[src/rtl/wb_buffer_bridge_pkg.sv]
// rtl/wb_buffer_bridge_pkg.sv - shared codes and FSM states for the Wishbone buffer bridge
package wb_buffer_bridge_pkg;

    localparam logic [1:0] REGION_IM  = 2'b00;
    localparam logic [1:0] REGION_IN  = 2'b01;
    localparam logic [1:0] REGION_WT  = 2'b10;
    localparam logic [1:0] REGION_REG = 2'b11;

    localparam logic [1:0] SUB_CSR = 2'b00;
    localparam logic [1:0] SUB_OB  = 2'b01;

    localparam logic [7:0] CTRL_OFS   = 8'h00;
    localparam logic [7:0] STATUS_OFS = 8'h04;
    localparam int         OVF_BIT    = 16;

    localparam logic [1:0] SEL_IM = 2'b00;
    localparam logic [1:0] SEL_IN = 2'b01;
    localparam logic [1:0] SEL_WT = 2'b10;

    typedef enum logic [2:0] {
        ST_IDLE,
        ST_WR_ACK,
        ST_RD_REQ,
        ST_RD_CAP,
        ST_ACK
    } state_e;

    typedef enum logic [2:0] {
        TGT_NONE,
        TGT_IM,
        TGT_IN,
        TGT_WT,
        TGT_CTRL,
        TGT_STATUS,
        TGT_OB
    } target_e;

endpackage

[src/rtl/wb_buffer_bridge_if.sv]
// rtl/wb_buffer_bridge_if.sv - Wishbone classic slave bundle with master/slave views
interface wb_buffer_bridge_if;
    logic        wbs_cyc_i;
    logic        wbs_stb_i;
    logic        wbs_we_i;
    logic [3:0]  wbs_sel_i;
    logic [31:0] wbs_adr_i;
    logic [31:0] wbs_dat_i;
    logic        wbs_ack_o;
    logic [31:0] wbs_dat_o;

    modport master (
        output wbs_cyc_i, wbs_stb_i, wbs_we_i, wbs_sel_i, wbs_adr_i, wbs_dat_i,
        input  wbs_ack_o, wbs_dat_o
    );

    modport slave (
        input  wbs_cyc_i, wbs_stb_i, wbs_we_i, wbs_sel_i, wbs_adr_i, wbs_dat_i,
        output wbs_ack_o, wbs_dat_o
    );
endinterface

[src/rtl/wb_addr_decode.sv]
// rtl/wb_addr_decode.sv - combinational Wishbone address decode into target, index and half
module wb_addr_decode
    import wb_buffer_bridge_pkg::*;
#(
    parameter logic [31:0] BASE_ADDR = 32'h3000_0000
) (
    input  logic [31:0] adr_i,
    output logic        match_o,
    output logic [1:0]  region_o,
    output target_e     target_o,
    output logic [5:0]  index_o,
    output logic        half_o
);

    always_comb begin
        match_o  = (adr_i[31:12] == BASE_ADDR[31:12]);
        region_o = adr_i[11:10];
        half_o   = adr_i[2];
        index_o  = '0;
        target_o = TGT_NONE;
        if (match_o) begin
            case (region_o)
                REGION_IM: begin
                    target_o = TGT_IM;
                    index_o  = adr_i[7:2];
                end
                REGION_IN: begin
                    target_o = TGT_IN;
                    index_o  = {2'b00, adr_i[5:2]};
                end
                REGION_WT: begin
                    target_o = TGT_WT;
                    index_o  = {2'b00, adr_i[5:2]};
                end
                default: begin
                    // Register page: CSRs need an exact offset, output buffer is 8-byte entries
                    if (adr_i[9:8] == SUB_CSR && adr_i[7:0] == CTRL_OFS) begin
                        target_o = TGT_CTRL;
                    end else if (adr_i[9:8] == SUB_CSR && adr_i[7:0] == STATUS_OFS) begin
                        target_o = TGT_STATUS;
                    end else if (adr_i[9:8] == SUB_OB) begin
                        target_o = TGT_OB;
                        index_o  = {2'b00, adr_i[6:3]};
                    end
                end
            endcase
        end
    end

endmodule

[src/rtl/wb_buffer_bridge.sv]
// rtl/wb_buffer_bridge.sv - Wishbone slave bridging to IM/input/weight buffers, output buffer and CSRs
module wb_buffer_bridge
    import wb_buffer_bridge_pkg::*;
#(
    parameter logic [31:0] BASE_ADDR = 32'h3000_0000
) (
    input  logic              clk,
    input  logic              reset_n,
    wb_buffer_bridge_if.slave wb,
    output logic [1:0]        select_buff,
    output logic              buf_wr_en,
    output logic [5:0]        buf_wr_addr,
    output logic [31:0]       buf_wdata,
    output logic              ob_rd_en,
    output logic [3:0]        ob_rd_addr,
    input  logic [63:0]       ob_rdata,
    input  logic              im_empty,
    input  logic              im_full,
    input  logic              in_empty,
    input  logic              in_full,
    input  logic              wt_empty,
    input  logic              wt_full,
    input  logic              ob_empty,
    input  logic              ob_full,
    input  logic              busy,
    input  logic              data_ready,
    output logic              enable_PC_IM,
    output logic              cntrl_reset
);

    state_e      state_q, state_d;
    logic        ack_q, ack_d;
    logic [31:0] dat_q, dat_d;
    logic [1:0]  select_q, select_d;
    logic        wr_en_q, wr_en_d;
    logic [5:0]  wr_addr_q, wr_addr_d;
    logic [31:0] wdata_q, wdata_d;
    logic        rd_en_q, rd_en_d;
    logic [3:0]  rd_addr_q, rd_addr_d;
    logic        half_q, half_d;
    logic        enable_q, enable_d;
    logic        creset_q, creset_d;
    logic        ovf_q, ovf_d;

    logic        dec_match;
    logic [1:0]  dec_region;
    target_e     dec_target;
    logic [5:0]  dec_index;
    logic        dec_half;

    logic        accept;
    logic        is_buf;
    logic        target_full;
    logic        set_ovf;
    logic        clr_ovf;
    logic [31:0] status_word;
    logic [31:0] ctrl_word;

    wb_addr_decode #(.BASE_ADDR(BASE_ADDR)) u_decode (
        .adr_i    (wb.wbs_adr_i),
        .match_o  (dec_match),
        .region_o (dec_region),
        .target_o (dec_target),
        .index_o  (dec_index),
        .half_o   (dec_half)
    );

    assign accept      = (state_q == ST_IDLE) && wb.wbs_cyc_i && wb.wbs_stb_i;
    assign is_buf      = dec_match && (dec_target == TGT_IM || dec_target == TGT_IN ||
                                       dec_target == TGT_WT);
    assign status_word = {15'b0, ovf_q, 6'b0, data_ready, busy, ob_full, ob_empty,
                          wt_full, wt_empty, in_full, in_empty, im_full, im_empty};
    assign ctrl_word   = {30'b0, creset_q, enable_q};

    always_comb begin
        target_full = 1'b0;
        case (dec_target)
            TGT_IM:  target_full = im_full;
            TGT_IN:  target_full = in_full;
            TGT_WT:  target_full = wt_full;
            default: target_full = 1'b0;
        endcase
    end

    always_comb begin
        state_d   = state_q;
        ack_d     = 1'b0;
        dat_d     = dat_q;
        select_d  = select_q;
        wr_en_d   = 1'b0;
        wr_addr_d = wr_addr_q;
        wdata_d   = wdata_q;
        rd_en_d   = 1'b0;
        rd_addr_d = rd_addr_q;
        half_d    = half_q;
        enable_d  = enable_q;
        creset_d  = creset_q;
        set_ovf   = 1'b0;
        clr_ovf   = 1'b0;

        case (state_q)
            ST_IDLE: begin
                if (accept) begin
                    if (wb.wbs_we_i && is_buf) begin
                        state_d   = ST_WR_ACK;
                        ack_d     = 1'b1;
                        select_d  = dec_region;
                        wr_addr_d = dec_index;
                        wdata_d   = wb.wbs_dat_i;
                        // Partial-word or full-buffer writes are dropped but still acked
                        if (target_full || wb.wbs_sel_i != 4'hF) begin
                            set_ovf = 1'b1;
                        end else begin
                            wr_en_d = 1'b1;
                        end
                    end else if (!wb.wbs_we_i && dec_target == TGT_OB) begin
                        state_d   = ST_RD_REQ;
                        rd_en_d   = 1'b1;
                        rd_addr_d = dec_index[3:0];
                        half_d    = dec_half;
                    end else begin
                        state_d = ST_ACK;
                        ack_d   = 1'b1;
                        if (!wb.wbs_we_i) begin
                            case (dec_target)
                                TGT_CTRL:   dat_d = ctrl_word;
                                TGT_STATUS: dat_d = status_word;
                                default:    dat_d = 32'h0;
                            endcase
                        end else if (dec_target == TGT_CTRL && wb.wbs_sel_i[0]) begin
                            enable_d = wb.wbs_dat_i[0];
                            creset_d = wb.wbs_dat_i[1];
                        end else if (dec_target == TGT_STATUS && wb.wbs_sel_i[2] &&
                                     wb.wbs_dat_i[OVF_BIT]) begin
                            clr_ovf = 1'b1;
                        end
                    end
                end
            end
            ST_RD_REQ: begin
                state_d = wb.wbs_cyc_i ? ST_RD_CAP : ST_IDLE;
            end
            ST_RD_CAP: begin
                if (!wb.wbs_cyc_i) begin
                    state_d = ST_IDLE;
                end else begin
                    state_d = ST_ACK;
                    ack_d   = 1'b1;
                    dat_d   = half_q ? ob_rdata[63:32] : ob_rdata[31:0];
                end
            end
            ST_WR_ACK: state_d = ST_IDLE;
            ST_ACK:    state_d = ST_IDLE;
            default:   state_d = ST_IDLE;
        endcase

        // A new overflow wins over a clear landing in the same cycle
        ovf_d = set_ovf ? 1'b1 : (clr_ovf ? 1'b0 : ovf_q);
    end

    always_ff @(posedge clk) begin
        if (!reset_n) begin
            state_q   <= ST_IDLE;
            ack_q     <= 1'b0;
            dat_q     <= '0;
            select_q  <= '0;
            wr_en_q   <= 1'b0;
            wr_addr_q <= '0;
            wdata_q   <= '0;
            rd_en_q   <= 1'b0;
            rd_addr_q <= '0;
            half_q    <= 1'b0;
            enable_q  <= 1'b0;
            creset_q  <= 1'b1;
            ovf_q     <= 1'b0;
        end else begin
            state_q   <= state_d;
            ack_q     <= ack_d;
            dat_q     <= dat_d;
            select_q  <= select_d;
            wr_en_q   <= wr_en_d;
            wr_addr_q <= wr_addr_d;
            wdata_q   <= wdata_d;
            rd_en_q   <= rd_en_d;
            rd_addr_q <= rd_addr_d;
            half_q    <= half_d;
            enable_q  <= enable_d;
            creset_q  <= creset_d;
            ovf_q     <= ovf_d;
        end
    end

    assign wb.wbs_ack_o = ack_q;
    assign wb.wbs_dat_o = dat_q;
    assign select_buff  = select_q;
    assign buf_wr_en    = wr_en_q;
    assign buf_wr_addr  = wr_addr_q;
    assign buf_wdata    = wdata_q;
    assign ob_rd_en     = rd_en_q;
    assign ob_rd_addr   = rd_addr_q;
    assign enable_PC_IM = enable_q;
    assign cntrl_reset  = creset_q;

endmodule

[src/flat_wrapper.sv]
// flat-port wrapper written by rule: the top's interface ports become plain ports
module wb_buffer_bridge_flat import wb_buffer_bridge_pkg::*;
#(
    parameter logic [31:0] BASE_ADDR = 32'h3000_0000
)
  (clk, reset_n, select_buff, buf_wr_en, buf_wr_addr, buf_wdata, ob_rd_en, ob_rd_addr, ob_rdata, im_empty, im_full, in_empty, in_full, wt_empty, wt_full, ob_empty, ob_full, busy, data_ready, enable_PC_IM, cntrl_reset, wb_wbs_cyc_i, wb_wbs_stb_i, wb_wbs_we_i, wb_wbs_sel_i, wb_wbs_adr_i, wb_wbs_dat_i, wb_wbs_ack_o, wb_wbs_dat_o);
  wb_buffer_bridge_if wb_i ();
  input  logic clk;
  input  logic reset_n;
  output logic [1:0] select_buff;
  output logic buf_wr_en;
  output logic [5:0] buf_wr_addr;
  output logic [31:0] buf_wdata;
  output logic ob_rd_en;
  output logic [3:0] ob_rd_addr;
  input  logic [63:0] ob_rdata;
  input  logic im_empty;
  input  logic im_full;
  input  logic in_empty;
  input  logic in_full;
  input  logic wt_empty;
  input  logic wt_full;
  input  logic ob_empty;
  input  logic ob_full;
  input  logic busy;
  input  logic data_ready;
  output logic enable_PC_IM;
  output logic cntrl_reset;
  input wire logic [$bits(wb_i.wbs_cyc_i)-1:0] wb_wbs_cyc_i;
  input wire logic [$bits(wb_i.wbs_stb_i)-1:0] wb_wbs_stb_i;
  input wire logic [$bits(wb_i.wbs_we_i)-1:0] wb_wbs_we_i;
  input wire logic [$bits(wb_i.wbs_sel_i)-1:0] wb_wbs_sel_i;
  input wire logic [$bits(wb_i.wbs_adr_i)-1:0] wb_wbs_adr_i;
  input wire logic [$bits(wb_i.wbs_dat_i)-1:0] wb_wbs_dat_i;
  output wire logic [$bits(wb_i.wbs_ack_o)-1:0] wb_wbs_ack_o;
  output wire logic [$bits(wb_i.wbs_dat_o)-1:0] wb_wbs_dat_o;
  assign wb_i.wbs_cyc_i = wb_wbs_cyc_i;
  assign wb_i.wbs_stb_i = wb_wbs_stb_i;
  assign wb_i.wbs_we_i = wb_wbs_we_i;
  assign wb_i.wbs_sel_i = wb_wbs_sel_i;
  assign wb_i.wbs_adr_i = wb_wbs_adr_i;
  assign wb_i.wbs_dat_i = wb_wbs_dat_i;
  assign wb_wbs_ack_o = wb_i.wbs_ack_o;
  assign wb_wbs_dat_o = wb_i.wbs_dat_o;
  wb_buffer_bridge #(.BASE_ADDR(BASE_ADDR)) u_core (.clk(clk), .reset_n(reset_n), .wb(wb_i), .select_buff(select_buff), .buf_wr_en(buf_wr_en), .buf_wr_addr(buf_wr_addr), .buf_wdata(buf_wdata), .ob_rd_en(ob_rd_en), .ob_rd_addr(ob_rd_addr), .ob_rdata(ob_rdata), .im_empty(im_empty), .im_full(im_full), .in_empty(in_empty), .in_full(in_full), .wt_empty(wt_empty), .wt_full(wt_full), .ob_empty(ob_empty), .ob_full(ob_full), .busy(busy), .data_ready(data_ready), .enable_PC_IM(enable_PC_IM), .cntrl_reset(cntrl_reset));
endmodule
[config.mk]
export PLATFORM = sky130hd
export DESIGN_NAME = wb_buffer_bridge_flat
export DESIGN_NICKNAME = d
export VERILOG_FILES = /design/src/rtl/wb_buffer_bridge_pkg.sv /design/src/rtl/wb_buffer_bridge_if.sv /design/src/rtl/wb_addr_decode.sv /design/src/rtl/wb_buffer_bridge.sv /design/src/flat_wrapper.sv
export SDC_FILE = /design/constraint.sdc
export NUM_CORES = 1
export LEC_CHECK = 0
export ABC_AREA = 0
export CAP_MARGIN = 20
export CORE_MARGIN = 3
export CORE_UTILIZATION = 40
export DETAILED_ROUTE_END_ITERATION = 8
export GPL_TIMING_DRIVEN = 0
export PLACE_DENSITY = 0.82
export SETUP_SLACK_MARGIN = 0.5
export SYNTH_ARGS = -nofsm -noshare
export SYNTH_HDL_FRONTEND = slang
export SYNTH_SLANG_ARGS = --single-unit
[constraint.sdc]
create_clock -name clk -period 2.3 [get_ports clk]
set_input_delay 0.23 -clock clk [delete_from_list [all_inputs] [get_ports clk]]
set_output_delay 0.23 -clock clk [all_outputs]
set_load 0.01 [all_outputs]
==> flow_summary.toml, run 1 <==
[status]
run_status = "finished clean"

[synth]
seq_area_frac_synth_pct = 40.61
synthCells = 481
synth_edf_count = 0
yosys_most_used_dff = "dfxtp_1"
async_flop_share_pct = 0
ys_warn_count = 0
synthDistinctLibCells = 45
ys_ff_latch = 86
syn_area_sq_um = 4239
synth_nets = 631
syn_area_per_cell_sq_um = 8.813

[global_route]
grt-ovfl-total = 0
antenna_found_initial = 1
track_usage_pct = 25.30
grt_max_degree = 17
grt_pass1_vias = 4826
grt_pass1_wl_um = 23510

[sta]
maxSlewHeadroom_pct = 50.00
hold_viol = 0
fin_crit_ns = 2.012
finalSetupViolations = 0
fmax_mhz = 497.1
rsz0062_at_grt = "true"
tightest_slew_ns = 0.7500
fin_skew_ns = 0.01641
slew_violations = 0
post-route-period-util_pct = 87.47
worst_slack_ns = 0.2882

[placed_design]
hpwl_um = 11230
portBuffers = 226
place_ws_ns = -0.4831
place_area_sq_um = 6736
numPlacedInstances = 840
finalWeightedCongestion = 0.8850

[setup_path]
worstPathRequired_ns = 2.53
rr_endpoint = "u_core.buf_wdata[7]"
cp_top_family = "simple AND/OR/NAND/NOR gates"
worst_path_most_repeated_cell = "or4_4"
start_kind = "register"
cp_slowest_cell = "or4_4"
worstRegToRegCells = 7
max_stage_delay_ns = 0.51
critPathBufInv = 3
critPathMaxFanout = 10
path_cells = "or4_4 -> buf_6 -> or4_4 -> buf_8 -> buf_12 -> nand2_2 -> a21oi_2"
crit_path_end_kind = "register"
timing_worst_setup_path_type = "register to register"
arrival_ns = 2.25
reg2reg_slack_ns = 0.29
r2r_start = "u_core.state_q[0]"

[drt]
dr.pass1.iters = 4
via_count = 4687
drtIter0Drc = 229
drt_wl_total_um = 16060
wl_per_cell_um = 17.93
vias_per_cell = 5.231
drc_errors = 0
detail-route-antenna-nets = 0

[clocking]
htree_num_levels = 3
clockRootBuffer = "clkbuf_8"
cts-buffers-inserted = 9
cts_tree = "built"
hold_buffers = 0
cts_sinks = 86
cts.path.max_buffers = 2
path_clk_slew_ns = 0.11
clkLatencyLatePin_ns = 0.38

[power]
leakage_nw = 2.893
power_mw = 3.151
vdd_drop_max_mv = 0.3219
p_per_area_nw_per_um2 = 402.9

[finish]
area_growth_pct = 84.47
final_area_sq_um = 7820
layout.nets = 907
final_core_util_pct = 77.85
fillCellCount = 667
final_cells = 896
drive_above_1_share_pct = 26.38

[job]
drv_cap = 0

[floorplanning]
fp.coreArea_sq_um = 10040
rows = 36
io_pins = 228
initial_core_util_pct = 42.20
die-area_sq_um = 11870
die_h_um = 108.9
die_x_um = 108.9

[worst_hold_path]
min_path_type = "input port to register"
hold_path_depth = 3
hold_end = "u_core.select_buff[1]"
min_from = "wb_wbs_adr_i[11]"
[layer usage]
| layer | track usage (%) | up-vias | wire (um) |
|---|---|---|---|
| met5 | 0 | - | 0 |
| met4 | 9.829 | 0 | 489 |
| met3 | 8.289 | 46 | 1637 |
| met2 | 46.23 | 243 | 8000 |
| met1 | 26.71 | 2179 | 5933 |
| li1 | - | 2219 | - |
[worst max path at each step]
stage               cells past startpoint               endpoint  slack (ns)               from
global placement                       10   u_core.buf_wdata[10]       -0.46   wb_wbs_adr_i[10]
floorplan                               9   u_core.buf_wdata[10]        0.31   wb_wbs_adr_i[10]
finish                                  7    u_core.buf_wdata[7]        0.29  u_core.state_q[0]
CTS                                     7  u_core.buf_wr_addr[3]        0.32  u_core.state_q[0]
detailed placement                     10   u_core.buf_wdata[23]       -0.48   wb_wbs_adr_i[10]
global route                            8  u_core.buf_wr_addr[4]        0.24  u_core.state_q[0]
[registers in the layout (all words and copies together), names as in the netlist]
name,cells
u_core.buf_wdata,32
u_core.wb.wbs_dat_o,32
u_core.buf_wr_addr,6
u_core.ob_rd_addr,4
u_core.state_q,3
u_core.select_buff,2
u_core.buf_wr_en,1
u_core.cntrl_reset,1
u_core.enable_PC_IM,1
u_core.half_q,1
u_core.ob_rd_en,1
u_core.ovf_q,1
u_core.wb.wbs_ack_o,1
[timing repair]
action,CTS,global route
setup buffers,19,12
pin swaps,35,10
gates resized for setup,120,40
endpoints found under the setup margin,86,84
gates cloned,5,3
[layout make-up]
| cell class | instances | area (sq um) | area share, % |
|---|---|---|---|
| repair buffers | 265 | 2721 | 34.80 |
| multi-input cells | 342 | 2549 | 32.59 |
| clock inverters | 7 | 80.08 | 1.024 |
| diodes | 1 | 2.502 | 0.03200 |
| well taps | 133 | 166.4 | 2.128 |
| clock buffers | 9 | 123.9 | 1.584 |
| inverters | 15 | 73.82 | 0.9440 |
| flip-flops and latches | 86 | 1730 | 22.13 |
| plain buffers | 38 | 372.9 | 4.768 |
[kinds of logic after synthesis]
kind of cell,count (synthesis),share of synthesized area (%)
AO/OA/AOI/OAI,80,14.23
adder cells (fa/ha/maj),3,0.8856
buffers and inverters,53,6.051
flip-flops,86,40.61
multiplexers,62,15.61
AND/OR/NAND/NOR,197,22.61
[worst min-delay path, stage by stage]
cell and delay [ns]:
buf_2 0.16, nand2_1 0.07, a21oi_1 0.06
[placed cells by master, fill, tap and decap left out, types with 3 or more instances in the layout]
cell type	synthesis	routed
clkdlybuf4s50_1	0	193
nand2_1	120	117
dfxtp_1	86	83
mux2_2	33	33
mux2i_1	29	29
a21oi_2	20	22
a21oi_1	24	22
buf_4	0	22
dlygate4sd2_1	0	18
clkbuf_1	22	14
buf_6	6	13
nand2_2	20	12
inv_1	14	12
clkbuf_8	0	11
nand2_4	0	11
nor2_1	10	9
o211a_1	9	9
clkdlybuf4s15_1	0	9
buf_12	0	8
o221ai_2	0	8
nor4_2	1	6
nor3_1	7	6
buf_8	0	5
nor4_4	2	5
clkbuf_2	0	5
inv_6	0	4
clkbuf_16	0	4
buf_16	0	4
a22oi_1	3	3
nand4_1	3	3
nand3_1	4	3
buf_2	10	3
or3_1	5	3
o31ai_1	3	3
dlymetal6s2s_1	0	3
[where the power goes]
part / internal [mW] / switching, mW / total (mW)
registers: 1.50 / 0.00687 / 1.50
logic: 0.336 / 0.184 / 0.519
clock network: 0.515 / 0.613 / 1.13
total: 2.35 / 0.803 / 3.15
[per-stage QoR]
step                      setup TNS [ns]  hold WS [ns]
after floorplan                        0        0.3705
after global placement            -33.38        0.4373
after detailed placement          -35.57        0.4447
after CTS                              0        0.1560
after global routing                   0        0.1770
final                                  0        0.1702
[synthesized netlist by cell type, types with 3 or more instances]
library cell	instances	area share (%)
nand2_2	20	3.0
inv_1	14	1.2
a21oi_2	20	4.1
or3_1	5	0.74
clkbuf_1	22	1.9
nor4_1	9	1.3
nor2_1	10	0.89
buf_2	10	1.2
nand4_1	3	0.44
ha_1	3	0.89
a21oi_1	24	2.8
dfxtp_1	86	41
o211a_1	9	2.1
nand2_1	120	11
mux2_2	33	8.8
nand3_1	4	0.47
o221ai_1	9	1.9
and3b_1	3	0.62
mux2i_1	29	6.8
o31ai_1	3	0.53
buf_6	6	1.6
a22oi_1	3	0.53
nor3_1	7	0.83
Power figures use the tool's default switching activity.
==> run 2: changes to the inputs <==
==> constraint.sdc (replaced) <==
create_clock -name clk -period 2.3 [get_ports clk]
set_input_delay 0.345 -clock clk [delete_from_list [all_inputs] [get_ports clk]]
set_output_delay 0.345 -clock clk [all_outputs]
set_load 0.01 [all_outputs]
==> flow_summary.toml, run 2 (synthesized netlist as in run 1, its figures left out) <==
[floorplanning]
die_x_um = 108.9
initial_core_util_pct = 42.20
rows = 36
die_h_um = 108.9
die-area_sq_um = 11870
io_pins = 228
fp.coreArea_sq_um = 10040

[drt]
drc_errors = 2
via_count = 4741
drt_wl_total_um = 16440
drtIter0Drc = 226
dr.pass1.iters = 8
vias_per_cell = 5.321
detail-route-antenna-nets = 0
wl_per_cell_um = 18.45

[setup_path]
crit_path_end_kind = "register"
start_kind = "register"
critPathMaxFanout = 6
timing_worst_setup_path_type = "register to register"
worstPathRequired_ns = 2.52
r2r_start = "u_core.state_q[1]"
reg2reg_slack_ns = 0.25
startpoint = "u_core.state_q[1]"
arrival_ns = 2.27

[power]
power_mw = 3.205
vdd_drop_max_mv = 0.3377
switchingPower_uw = 769.9
p_sw_share_pct = 24.02
p_per_area_nw_per_um2 = 416.5
clockPowerShare_pct = 37.1
seqPwrFrac_pct = 46.9
combinationalPowerShare_pct = 15.9
leakage_nw = 2.826
power.internal_mw = 2.435

[worst_hold_path]
min_path_type = "input port to register"
min_from = "wb_wbs_adr_i[10]"

[status]
run_status = "complete, but fails checks"
violations = "DRC"

[clocking]
cts.path.max_buffers = 2
hold_buffers = 0
cts_sinks = 86
clockRootBuffer = "clkbuf_8"
cts-buffers-inserted = 9
cts_tree = "built"
clkLatencyLatePin_ns = 0.36
htree_num_levels = 3
path_clk_slew_ns = 0.09

[finish]
final_core_util_pct = 76.59
layout.nets = 901
area_growth_pct = 81.49
fillCellCount = 647
layout_common_cells = "clkdlybuf4s50_1, nand2_1, dfxtp_1"
drive_above_1_share_pct = 28.70
final_common_cell = "clkdlybuf4s50_1"

[sta]
tightest_slew_ns = 0.7512
hold_viol = 0
maxSlewHeadroom_pct = 49.92
finalSetupViolations = 0
fmax_mhz = 488.8
slew_violations = 0
post-route-period-util_pct = 88.96
rsz0062_at_grt = "true"
fin_skew_ns = 0.01233
fin_crit_ns = 2.046

[global_route]
grt_pass1_vias = 4890
grt-ovfl-total = 0
grt_max_degree = 15
antenna_found_initial = 1
grt_pass1_wl_um = 24450
track_usage_pct = 26.26

[placed_design]
hpwl_um = 11200
portBuffers = 226
finalWeightedCongestion = 0.8870

[job]
drv_cap = 0
## run 2: changes by cell type in the layout (fill, tap and decap cells not counted), sizes merged, moves of 2 or more
cell,previous run,this run
buf,55,66
dlygate4sd2,18,12
clkdlybuf4s15,9,4
dlymetal6s2s,3,0
inv,17,15
## run 2: worst paths after layout
check | endpoint | cells after the start
worst max-delay path | u_core.buf_wr_addr[2] | 7
worst min-delay path | u_core.select_buff[0] | 3
worst max register to register | u_core.buf_wr_addr[2] | 7
worst min register to register | u_core.buf_wr_addr[3] | 2
## run 2: power groups by stage
stage | registers (mW) | clock network (mW) | logic, mW
6_report | 1.50 | 1.19 | 0.511
5_1_grt | 1.51 | 1.25 | 0.539
4_1_cts | 1.50 | 1.19 | 0.484
3_5_place_dp | 1.54 | 0 | 0.455
3_3_place_gp | 1.54 | 0 | 0.448
2_1_floorplan | 1.54 | 0 | 0.139
## run 2: worst max-delay path: stages (launching register included)
cell     delay [ns]
dfxtp_4        0.36
or4_4          0.53
buf_6          0.15
or4_4          0.42
buf_12         0.17
buf_6          0.13
nand2_2        0.07
a21oi_1        0.06
## run 2: routing by layer
layer | up-vias | GRT usage, % | wire [um]
met2 | 265 | 48.03 | 8402
met4 | 0 | 7.845 | 395
met5 | - | 0 | 0
li1 | 2206 | - | -
met1 | 2230 | 28.87 | 5941
met3 | 40 | 8.230 | 1699
## run 2: cell type report
| class | count | area [sq um] | share of cell area (%) |
|---|---|---|---|
| multi-input combinational | 342 | 2628 | 34.15 |
| clock inverter | 5 | 81.33 | 1.057 |
| antenna | 2 | 5.005 | 0.06505 |
| sequential | 86 | 1727 | 22.44 |
| timing repair buffer | 259 | 2559 | 33.26 |
| tap | 133 | 166.4 | 2.163 |
| inverter | 15 | 56.30 | 0.7318 |
| clock buffer | 11 | 131.4 | 1.708 |
| buffer | 38 | 340.3 | 4.423 |
## run 2: metrics by stage
stage	setup WS [ns]	hold slack [ns]	area, sq um	std cells	TNS, ns
final	0.2540	0.3148	7694	891	0
after global routing	0.2416	0.3285	7691	890	0
after CTS	0.2995	0.2849	7511	884	0
after detailed placement	-0.4401	0.4425	6746	840	-29.65
after global placement	-0.4041	0.4395	6746	840	-26.92
after floorplan	0.2860	0.4636	4318	481	0
## run 2: what timing repair did
action                     4_1_cts  5_1_grt
setup endpoints to repair       86       83
setup buffers                   23        5
cloned                           5        0
resized for setup              152       49
pin swaps                       36       12
